File: src/rtl/unified_mem_arbiter.sv
// Round-robin arbiter sharing one fixed-latency single-port memory between the
// instruction-fetch (I) and data (D) ports; one outstanding access at a time.
module unified_mem_arbiter #(
    parameter int MEM_LAT = 2,
    parameter int AW      = 32,
    parameter int DW      = 32
) (
    input  logic          clk,
    input  logic          rst,
    input  logic          i_req,
    input  logic [AW-1:0] i_addr,
    input  logic          i_flush,
    output logic          i_gnt,
    output logic          i_rvalid,
    output logic [DW-1:0] i_rdata,
    input  logic          d_req,
    input  logic          d_we,
    input  logic [AW-1:0] d_addr,
    input  logic [DW-1:0] d_wdata,
    output logic          d_gnt,
    output logic          d_rvalid,
    output logic [DW-1:0] d_rdata,
    output logic          m_en,
    output logic          m_we,
    output logic [AW-1:0] m_addr,
    output logic [DW-1:0] m_wdata,
    input  logic [DW-1:0] m_rdata,
    output logic          busy
);

    localparam int CW = $clog2(MEM_LAT + 1);

    typedef enum logic {IDLE, BUSY} state_e;
    typedef enum logic {REQ_I, REQ_D} req_e;

    state_e        state_q, state_d;
    req_e          owner_q, owner_d;
    req_e          last_q, last_d;
    logic [CW-1:0] cnt_q, cnt_d;
    logic          kill_q, kill_d;
    logic          we_q, we_d;
    logic          win_d;

    assign busy = (state_q == BUSY);

    always_comb begin
        state_d  = state_q;
        owner_d  = owner_q;
        last_d   = last_q;
        cnt_d    = cnt_q;
        kill_d   = kill_q;
        we_d     = we_q;
        win_d    = 1'b0;
        i_gnt    = 1'b0;
        d_gnt    = 1'b0;
        i_rvalid = 1'b0;
        i_rdata  = '0;
        d_rvalid = 1'b0;
        d_rdata  = '0;
        m_en     = 1'b0;
        m_we     = 1'b0;
        m_addr   = '0;
        m_wdata  = '0;
        case (state_q)
            IDLE: begin
                // Grants are withheld while rst is high: the edge would discard them.
                if (!rst && (i_req || d_req)) begin
                    win_d   = d_req && (!i_req || last_q == REQ_I);
                    m_en    = 1'b1;
                    if (win_d) begin
                        d_gnt   = 1'b1;
                        m_we    = d_we;
                        m_addr  = d_addr;
                        m_wdata = d_wdata;
                    end else begin
                        i_gnt   = 1'b1;
                        m_addr  = i_addr;
                    end
                    owner_d = win_d ? REQ_D : REQ_I;
                    last_d  = win_d ? REQ_D : REQ_I;
                    cnt_d   = CW'(MEM_LAT);
                    kill_d  = 1'b0;
                    we_d    = win_d && d_we;
                    state_d = BUSY;
                end
            end
            BUSY: begin
                cnt_d = cnt_q - 1'b1;
                if (owner_q == REQ_I && i_flush) begin
                    kill_d = 1'b1;
                end
                if (cnt_q == CW'(1)) begin
                    state_d = IDLE;
                    // A flush in the response cycle itself must also suppress it.
                    if (!rst) begin
                        if (owner_q == REQ_I) begin
                            if (!(kill_q || i_flush)) begin
                                i_rvalid = 1'b1;
                                i_rdata  = m_rdata;
                            end
                        end else begin
                            d_rvalid = 1'b1;
                            d_rdata  = we_q ? '0 : m_rdata;
                        end
                    end
                end
            end
            default: state_d = IDLE;
        endcase
    end

    always_ff @(posedge clk) begin
        if (rst) begin
            state_q <= IDLE;
            owner_q <= REQ_I;
            last_q  <= REQ_I;
            cnt_q   <= '0;
            kill_q  <= 1'b0;
            we_q    <= 1'b0;
        end else begin
            state_q <= state_d;
            owner_q <= owner_d;
            last_q  <= last_d;
            cnt_q   <= cnt_d;
            kill_q  <= kill_d;
            we_q    <= we_d;
        end
    end

endmodule

File: config.mk
export PLATFORM = sky130hd
export DESIGN_NAME = unified_mem_arbiter
export DESIGN_NICKNAME = d
export VERILOG_FILES = /design/src/rtl/unified_mem_arbiter.sv
export SDC_FILE = /design/constraint.sdc
export NUM_CORES = 1
export LEC_CHECK = 0
export BUFFER_PORTS_ARGS = -buffer_cell sky130_fd_sc_hd__buf_4
export CAP_MARGIN = 5
export CORE_AREA = 5 5 100 102
export CTS_BUF_LIST = sky130_fd_sc_hd__clkbuf_8
export DETAILED_ROUTE_END_ITERATION = 6
export DIE_AREA = 0 0 105 107
export SLEW_MARGIN = 20
export SYNTH_ARGS = -nofsm -noshare
export SYNTH_HDL_FRONTEND = slang
export SYNTH_SLANG_ARGS = --single-unit
File: constraint.sdc
create_clock -name clk -period 6.67 [get_ports clk]
set_input_delay 2.001 -clock clk [delete_from_list [all_inputs] [get_ports clk]]
set_output_delay 2.001 -clock clk [all_outputs]
set_load 0.005 [all_outputs]
======== Word-level counts from Yosys, hierarchy flattened ========
Index checks and enable logic that the tools add are counted.
storage, ports and cells
  register bits after elaboration ......... 6
  bits in latches ......................... 0
  RAM bits ................................ 0
  ROM bits ................................ 0
  bits of input ports ..................... 134
  memories ................................ 0
cells by class
  $add $sub $neg .......................... 1
  multiply operators ...................... 0
  divide/modulo/power cells ............... 0
  $lt $le $gt $ge ......................... 0
  equal/unequal tests ..................... 3
  shift operators ......................... 0
  muxes and demuxes ....................... 43
  bitwise logic cells ..................... 2
  reductions and logical operators ........ 11
operators by type and width
  cell                                                 count
  two-way mux 32 bit                                   16
  two-way mux 1 bit                                    23
  logical AND 1 bit                                    4
  one-hot mux 1 bit (2 select lines)                   2
  one-hot mux 2 bit (2 select lines)                   1
  AND reduction 2 bit                                  2
  logical OR 1 bit                                     3
  equality test 2 x 1 -> 1 bit, second input constant  1
  zero test 1 bit                                      2
  two-way mux 2 bit                                    1
  != test 2 x 1 -> 1 bit, second input constant        1
  != test 2 bit, second input constant                 1
  inverter 1 bit                                       2
  subtractor 2 x 1 -> 2 bit, second input constant     1

======== Logic depth before layout (Yosys ltp) ========
Gate-level depths: netlist of the first run.
  depth after elaboration ................. 6
  mapped depth ............................ 7
  depth with buffers taken out ............ 5

======== Worst setup path after synthesis of the first run ========
No wires, ideal clock.
  kind .................................... input to output
  from .................................... input rst
  to ...................................... output d_rdata[10]
  arrival time ............................ 2.887 ns
  required time ........................... 4.669 ns
  setup slack ............................. 1.782 ns
  stages .................................. 5
  cells stage by stage .................... buf_2 and4b_1 and2b_1 clkbuf_2 and2_1
on the way
  longest elaborated chain between the ends .. 3
RTL lines
  what                RTL line  source
  start, declared     9         input logic rst,
  two-way mux 32 bit  95        if (!rst) begin
  two-way mux 32 bit  92        if (cnt_q == CW'(1)) begin
  two-way mux 32 bit  64        case (state_q)
  end, declared       22        output logic [DW-1:0] d_rdata,
Every way passes these cells.

======== Worst setup path after layout of the first run ========
  from .................................... input rst
  to ...................................... output m_addr[15]
on the way
  longest elaborated chain between the ends .. 4
RTL lines
  what                RTL line  source
  zero test 1 bit     --
  logical AND 1 bit   67        if (!rst && (i_req || d_req)) begin
  two-way mux 32 bit  67
  two-way mux 32 bit  64
  end, declared       25        output logic [AW-1:0] m_addr,
Every way passes these cells.

==> impl_metrics.ini, run 1 <==
[status]
status = finished clean

[sta]
finalSetupViolations = 0
fin_crit_ps = 5520
layout_setup_ws_ps = 1150
max_freq_mhz = 181
maxSlewViolCount = 0
fin_crit_sh_pct = 82.8
worstMarginPinSlew_ps = 976
skew_ps = 3.47
slew_headroom_pct = 34.9
fin_worst_hold_slack_ps = 478
hold_violations = 0
rsz0062_at_grt = no
setup_tns_ps = 0

[setup_path]
crit_chain = buf_4 > nor2_1 > and3_2 > a22o_1 > buf_4
worst_ep_required_time_ps = 4670
cp_slowest_cell = and3_2
critPathArrivalTime_ps = 3520
critPathMaxFanout = 67
r2r_setup_slack_ps = 4940
critPathCaptureType = output port
critPathLaunchType = input port
critPathBufInv = 2
slowest_delay_ps = 830
crit_family = simple AND/OR/NAND/NOR gates
critPathKind = input port to output port
crit_top_cell = buf_4

[floorplanning]
coreArea_um2 = 9020
io_pins = 269
dieArea_um2 = 11200
die_x_um = 105
fp.dieH_um = 107
start_util_pct = 15.0
num_rows = 35

[routing]
drt_wl_total_um = 7980
wire_per_inst_um = 14.5
top_layer = met4
drtPass1Iterations = 4
route.met2.wl_um = 4320
drt_iter0_markers = 68
avgViaCountPerCell = 4.20
wl_met1_um = 2650
wl_met3_um = 962
drc = 0
postRouteAntennaNets = 0
vias = 2307

[global_route]
grt_start_max_net_pins = 68
antenna_found_initial = 0
grt_pass1_vias = 2328
grt_pass1_wl_um = 11600
grt_usage_pct = 12.3
grt.overflow.total = 0

[layout]
layout.nets = 575
layout_common_cells = 270 x buf_4, 97 x and2_1, 32 x a22o_1
layout_commonest_cell = buf_4
regArea_um2 = 120
fillers = 923
area_growth_pct = 154
drive_gt1_share_pct = 63.0
antenna_cells = 0
multi_input_area_um2 = 1090

[clocking]
cts-htree-levels = 1
clk_transition_reported_paths_ps = 40
tritoncts = yes
insertion_delay_ps = 220
cts_buffers = 3
postCtsSetupBuffers = 0
clk_root_buffer_cell = clkbuf_8
cts_sinks = 6
clk_path_buf_depth = 2
cts_resized = 0
holdBufCountCts = 0

[power]
leakage_nw = 1.95
ir_worst_vdd_mv = 0.0434
pwr_density_cell_nw_per_um2 = 66.9

[synthesis]
yosys-top-cells-area = and2_1 45%, a22o_1 21%, dfxtp_1 8.9%, buf_6 3.3%, buf_2 2.2%
postSynthAreaPerCell_um2 = 7.30
synth_top_area_share_pct = 44.9
seq_area_frac_synth_pct = 8.89
syn_nets = 320
ys_warn_count = 0
synth_cells = 185
post-synth-top-area-cell = and2_1
ys_types = 26
synth_seq_cells = 6
synthesis.area_um2 = 1350

[place]
place_ws_ps = 1140
dp_hpwl_um = 7050
numPortBuffers = 268
place_congestion = 0.793

[job]
max-cap-violations = 0

[hold_path]
hold_path.class = register to register
==> synth_stat cells <==
cell	count
and2_1	97
a21oi_1	2
and3_1	2
clkbuf_1	1
buf_2	6
and2b_1	1
nor2_1	5
nor4_4	1
ha_1	1
nand3b_1	2
buf_4	3
a22o_1	32
dfxtp_1	6
a221oi_1	1
nand2b_1	4
o2bb2ai_1	1
nand3b_4	1
nand2_1	1
clkbuf_2	6
o21ai_0	1
a211oi_1	1
inv_1	2
a2bb2oi_1	1
nor3_1	2
buf_6	4
and4b_1	1
==> path summary, 6_finish.rpt <==
path / from / end / depth (start not counted)
hold / removal: we_q / we_q / 2
setup / recovery: rst / m_addr[15] / 5
hold reg to reg: we_q / we_q / 2
setup reg to reg: busy / we_q / 3
==> worst min-delay path, delay by kind of cell (launching register included) <==
kind	cells	cell delay [ps]
compound gates	1	50
simple gates	1	70
flops	1	310
==> cells by family (layout without fill, tap and decap cells) <==
logic type	after synthesis	count (layout)	synth area share, %
buf+inv	22	275	10.3
simple gates	117	117	55.6
flops	6	6	8.89
fa+ha+maj	1	1	0.926
compound gates	39	39	24.4
==> metrics by stage <==
step,util (%),cells,cell area [µm²],total power [mW]
2_1_floorplan,-,185,1350,0.0831
3_3_place_gp,37.5,546,3390,0.176
3_5_place_dp,37.5,546,3390,0.178
4_1_cts,38.0,549,3430,0.233
5_1_grt,38.0,549,3430,0.246
6_report,38.0,549,3430,0.229
==> state kept, by name, indices dropped and copies added, names as in the netlist <==
signal	cells
busy	1
cnt_q	2
kill_q	1
last_q	1
we_q	1
==> per-layer routing <==
metal,vias up,track usage [%]
li1,1130,-
met1,1005,13.0
met2,168,23.8
met3,4,4.03
met4,0,1.74
met5,-,0
==> power by group <==
group | total (mW) | leakage, nW | internal [mW] | switching (mW)
clock network | 0.0540 | 0.0216 | 0.0387 | 0.0153
registers | 0.0433 | 0.0497 | 0.0390 | 0.00433
logic | 0.132 | 1.88 | 0.0902 | 0.0419
total | 0.229 | 1.95 | 0.168 | 0.0616
==> cell type report <==
class	instances	area share, %
Clock buffer	3	1.20
Inverter	2	0.219
Multi-Input combinational cell	157	31.9
Timing Repair Buffer	270	59.1
Tap cell	111	4.05
Sequential cell	6	3.50
Power figures use the tool's default switching activity.
==> run 2: changes to the inputs <==
- CORE_AREA: 5 5 100 102 -> 5 5 101 103
- DIE_AREA: 0 0 105 107 -> 0 0 106 108
- clock period: 6.67 -> 5.7 ns (I/O delays scaled with it)
==> run 2 against run 1 <==
Combinational power increased by 20%; core utilization decreased by 0.28 points; clock power increased by 15%; flip-flop and latch count unchanged; non-clock buffer count increased by 1; cell count increased by 0.18%; largest power group unchanged; largest cell class unchanged; sequential power increased by 16%; via count decreased by 0.78%; setup slack got worse by 250 ps; clock-buffer cell count unchanged; register-to-register slack got worse by 810 ps; global-route usage increased by 1.3 points.
==> impl_metrics.ini, run 2 (same netlist as run 1, synthesis figures left out) <==
[status]
status = finished clean

[sta]
rsz0062_at_grt = no
fin_crit_sh_pct = 84.3
slew_headroom_pct = 50.1
maxSlewViolCount = 0
finalSetupViolations = 0
fin_crit_ps = 4800
layout_setup_ws_ps = 895
hold_violations = 0
setup_tns_ps = 0
skew_ps = 0.473
worstMarginPinSlew_ps = 749
max_freq_mhz = 208

[place]
dp_hpwl_um = 7840
place_ws_ps = 880
place_area_um2 = 3390
numPortBuffers = 268
place_congestion = 0.912

[power]
internal-power_uw = 197
p_sw_uw = 73.8
pwr_density_cell_nw_per_um2 = 78.8
leakage_nw = 1.95
power_frac_seq_pct = 18.6
power.share.clock_pct = 22.9
p_comb_share_pct = 58.5
power_switching_share_pct = 27.3
ir_worst_vdd_mv = 0.0645

[setup_path]
critPathArrivalTime_ps = 3090
worst_ep_required_time_ps = 3990
critPathMaxFanout = 32
critPathCaptureType = output port
critPathLaunchType = input port
critPathKind = input port to output port

[floorplanning]
dieArea_um2 = 11400
die_x_um = 106
io_pins = 269
coreArea_um2 = 9110
num_rows = 35
start_util_pct = 14.8
fp.dieH_um = 108

[layout]
drive_gt1_share_pct = 63.1
post-route-util_pct = 37.7
fin_area_um2 = 3440
layout_commonest_cell = buf_4
top_register = cnt_q
area_growth_pct = 154
layout_common_cells = 271 x buf_4, 97 x and2_1, 32 x a22o_1
largest_reg_flops = 2
antenna_cells = 0
layout.nets = 576

[routing]
postRouteAntennaNets = 0
drc = 0
vias = 2289
wire_per_inst_um = 16.1
avgViaCountPerCell = 4.16
drt_iter0_markers = 78
drtPass1Iterations = 4
drt_wl_total_um = 8880

[job]
max-cap-violations = 0

[global_route]
grt_pass1_wl_um = 12400
grt.overflow.total = 0
grt_pass1_vias = 2301
grt_usage_pct = 13.5
grt_start_max_net_pins = 68
antenna_found_initial = 0

[clocking]
tritoncts = yes
cts_resized = 0
insertion_delay_ps = 220
holdBufCountCts = 0
cts_sinks = 6
cts_buffers = 3
postCtsSetupBuffers = 0
clk_root_buffer_cell = clkbuf_8
cts-htree-levels = 1
clk_path_buf_depth = 2
clk_transition_reported_paths_ps = 30

[hold_path]
hold_path.class = register to register
-- run 2: final cells by class --
type | count | area [µm²]
clock buffers | 3 | 41.3
repair buffers | 271 | 2030
fillers | 925 | 5670
multi-input cells | 157 | 1090
well taps | 111 | 139
flip-flops and latches | 6 | 120
inverters | 2 | 7.51
-- run 2: per-stage QoR --
stage / hold WS, ps / cells / power [mW]
floorplan: 439 / 185 / 0.0972
global placement: 452 / 547 / 0.209
detailed placement: 463 / 547 / 0.211
CTS: 487 / 550 / 0.275
global route: 510 / 550 / 0.291
finish: 479 / 550 / 0.271
-- run 2: layer usage --
layer	vias up	track usage, %	share of wire (%)
met5	-	0	0
met4	0	2.41	1.4
met3	12	4.36	11
met2	155	24.8	52
met1	990	15.5	36
li1	1132	-	-
-- run 2: power groups by stage --
stage          Combinational, mW  Sequential, mW  Clock (mW)
6_report                   0.158          0.0504      0.0620
3_3_place_gp               0.158          0.0508           0
5_1_grt                    0.172          0.0512      0.0683
2_1_floorplan             0.0481          0.0491           0
3_5_place_dp               0.160          0.0511           0
4_1_cts                    0.160          0.0505      0.0643
-- run 2: critical path, cell delays in order --
cell     delay, ps
buf_4          150
and4b_1        260
and2b_1        620
and2_1         240
buf_4          110
-- run 2: final timing paths --
path,to,slack (ps),from,depth (start not counted)
setup / recovery,d_rdata[21],900,rst,5
hold / removal,we_q,480,we_q,2
setup reg to reg,we_q,4130,busy,4
hold reg to reg,we_q,480,we_q,2
==> run 3: changes to the inputs <==
- clock period: 5.7 -> 4.07 ns (I/O delays scaled with it)
==> run 3 against run 2 <==
Worst hold slack got worse by 1.4 ps; die area did not move; clock-buffer cell count did not move; critical path depth rose by 1; power rose by 42%; first-iteration DRC count rose by 21%; via count rose by 0.66%; cell count rose by 0.18%; sequential power rose by 40%; final area rose by 0.58%; setup slack got worse by 370 ps; largest power group unchanged; highest routed layer unchanged.
==> impl_metrics.ini, run 3 (same netlist as run 1, synthesis figures left out) <==
[sta]
fin_crit_ps = 3540
max_freq_mhz = 282
hold_violations = 0
worstMarginPinSlew_ps = 544
skew_ps = 4.75
finalSetupViolations = 0
fin_crit_sh_pct = 87.0
slew_headroom_pct = 63.7
fin_worst_hold_slack_ps = 477
setup_tns_ps = 0
maxSlewViolCount = 0
layout_setup_ws_ps = 528
rsz0062_at_grt = no

[floorplanning]
num_rows = 35
die_x_um = 106
start_util_pct = 14.8
dieArea_um2 = 11400
coreArea_um2 = 9110
fp.dieH_um = 108
io_pins = 269

[power]
ir_worst_vdd_mv = 0.0845
leakage_nw = 1.96
pwr_density_cell_nw_per_um2 = 111

[setup_path]
critPathKind = input port to output port
critPathArrivalTime_ps = 2320
critPathMaxFanout = 32
critPathLaunchType = input port
worst_ep_required_time_ps = 2850
critPathCaptureType = output port

[place]
dp_hpwl_um = 7820
numPortBuffers = 268
place_ws_ps = 507
place_congestion = 0.982

[layout]
layout_common_cells = 271 x buf_4, 97 x and2_1, 32 x a22o_1
largest_reg_flops = 2
top_register = cnt_q
fillers = 928
antenna_cells = 0
multi_input_area_um2 = 1090
area_growth_pct = 156
regArea_um2 = 120
layout.nets = 577
layout_commonest_cell = buf_4
drive_gt1_share_pct = 63.2

[routing]
drt_iter0_markers = 94
drtPass1Iterations = 4
postRouteAntennaNets = 0
avgViaCountPerCell = 4.18
drt_wl_total_um = 8790
drc = 0
wire_per_inst_um = 16.0
vias = 2304

[clocking]
cts_sinks = 6
clk_path_buf_depth = 2
postCtsSetupBuffers = 0
clk_transition_reported_paths_ps = 40
cts-htree-levels = 1
cts_resized = 0
clk_root_buffer_cell = clkbuf_8
cts_buffers = 3
tritoncts = yes
holdBufCountCts = 0
insertion_delay_ps = 220

[global_route]
use_met2_pct = 25.0
grt_pass1_vias = 2218
grt_pass1_wl_um = 12200
grt_start_max_net_pins = 68
met1_usage_pct = 15.1
grt_usage_pct = 13.4
grtUsageMet3_pct = 4.36
grt.overflow.total = 0
grt_busiest_layer = met2
antenna_found_initial = 0

[status]
status = finished clean

[job]
max-cap-violations = 0

[hold_path]
hold_path.class = register to register
run 3: cell count changes in the layout (fill, tap and decap cells not counted), sizes merged:
| cell | change |
|---|---|
| buf | +1 |
run 3: path summary, 6_finish.rpt:
kind,start,endpoint,depth (start not counted),slack [ps]
setup / recovery,rst,d_rdata[20],6,530
hold / removal,we_q,we_q,2,480
setup reg to reg,busy,we_q,4,2620
hold reg to reg,we_q,we_q,2,480
run 3: area by class of cell:
type / count / share of cell area (%)
flip-flops and latches: 6 / 3.48
repair buffers: 272 / 59.4
inverters: 2 / 0.217
well taps: 111 / 4.02
multi-input cells: 157 / 31.6
clock buffers: 3 / 1.19
run 3: layer usage:
layer  share of wire [%]  up-vias  routed length, µm
li1                    -     1132                  -
met1                  35     1006               3080
met5                   0        -                  0
met3                  12        7               1040
met4                 1.1        0                 95
met2                  52      159               4580
run 3: per-stage QoR:
step / total power, mW / instance area [µm²] / util (%) / std cells
after global routing: 0.412 / 3460 / 37.9 / 551
after floorplan: 0.136 / 1350 / - / 185
after CTS: 0.390 / 3460 / 37.9 / 551
after detailed placement: 0.298 / 3410 / 37.5 / 548
final: 0.383 / 3460 / 37.9 / 551
after global placement: 0.295 / 3410 / 37.5 / 548
run 3: critical path, cell delays in order:
cell     delay, ps
buf_4          140
and4b_1        260
and2b_1        130
buf_4          240
and2_1         200
buf_4          120
run 3: where the power goes:
part	switching [mW]	total (mW)	internal [mW]
sequential	0.00682	0.0707	0.0638
combinational	0.0735	0.224	0.150
clock	0.0254	0.0889	0.0635
total	0.106	0.383	0.278
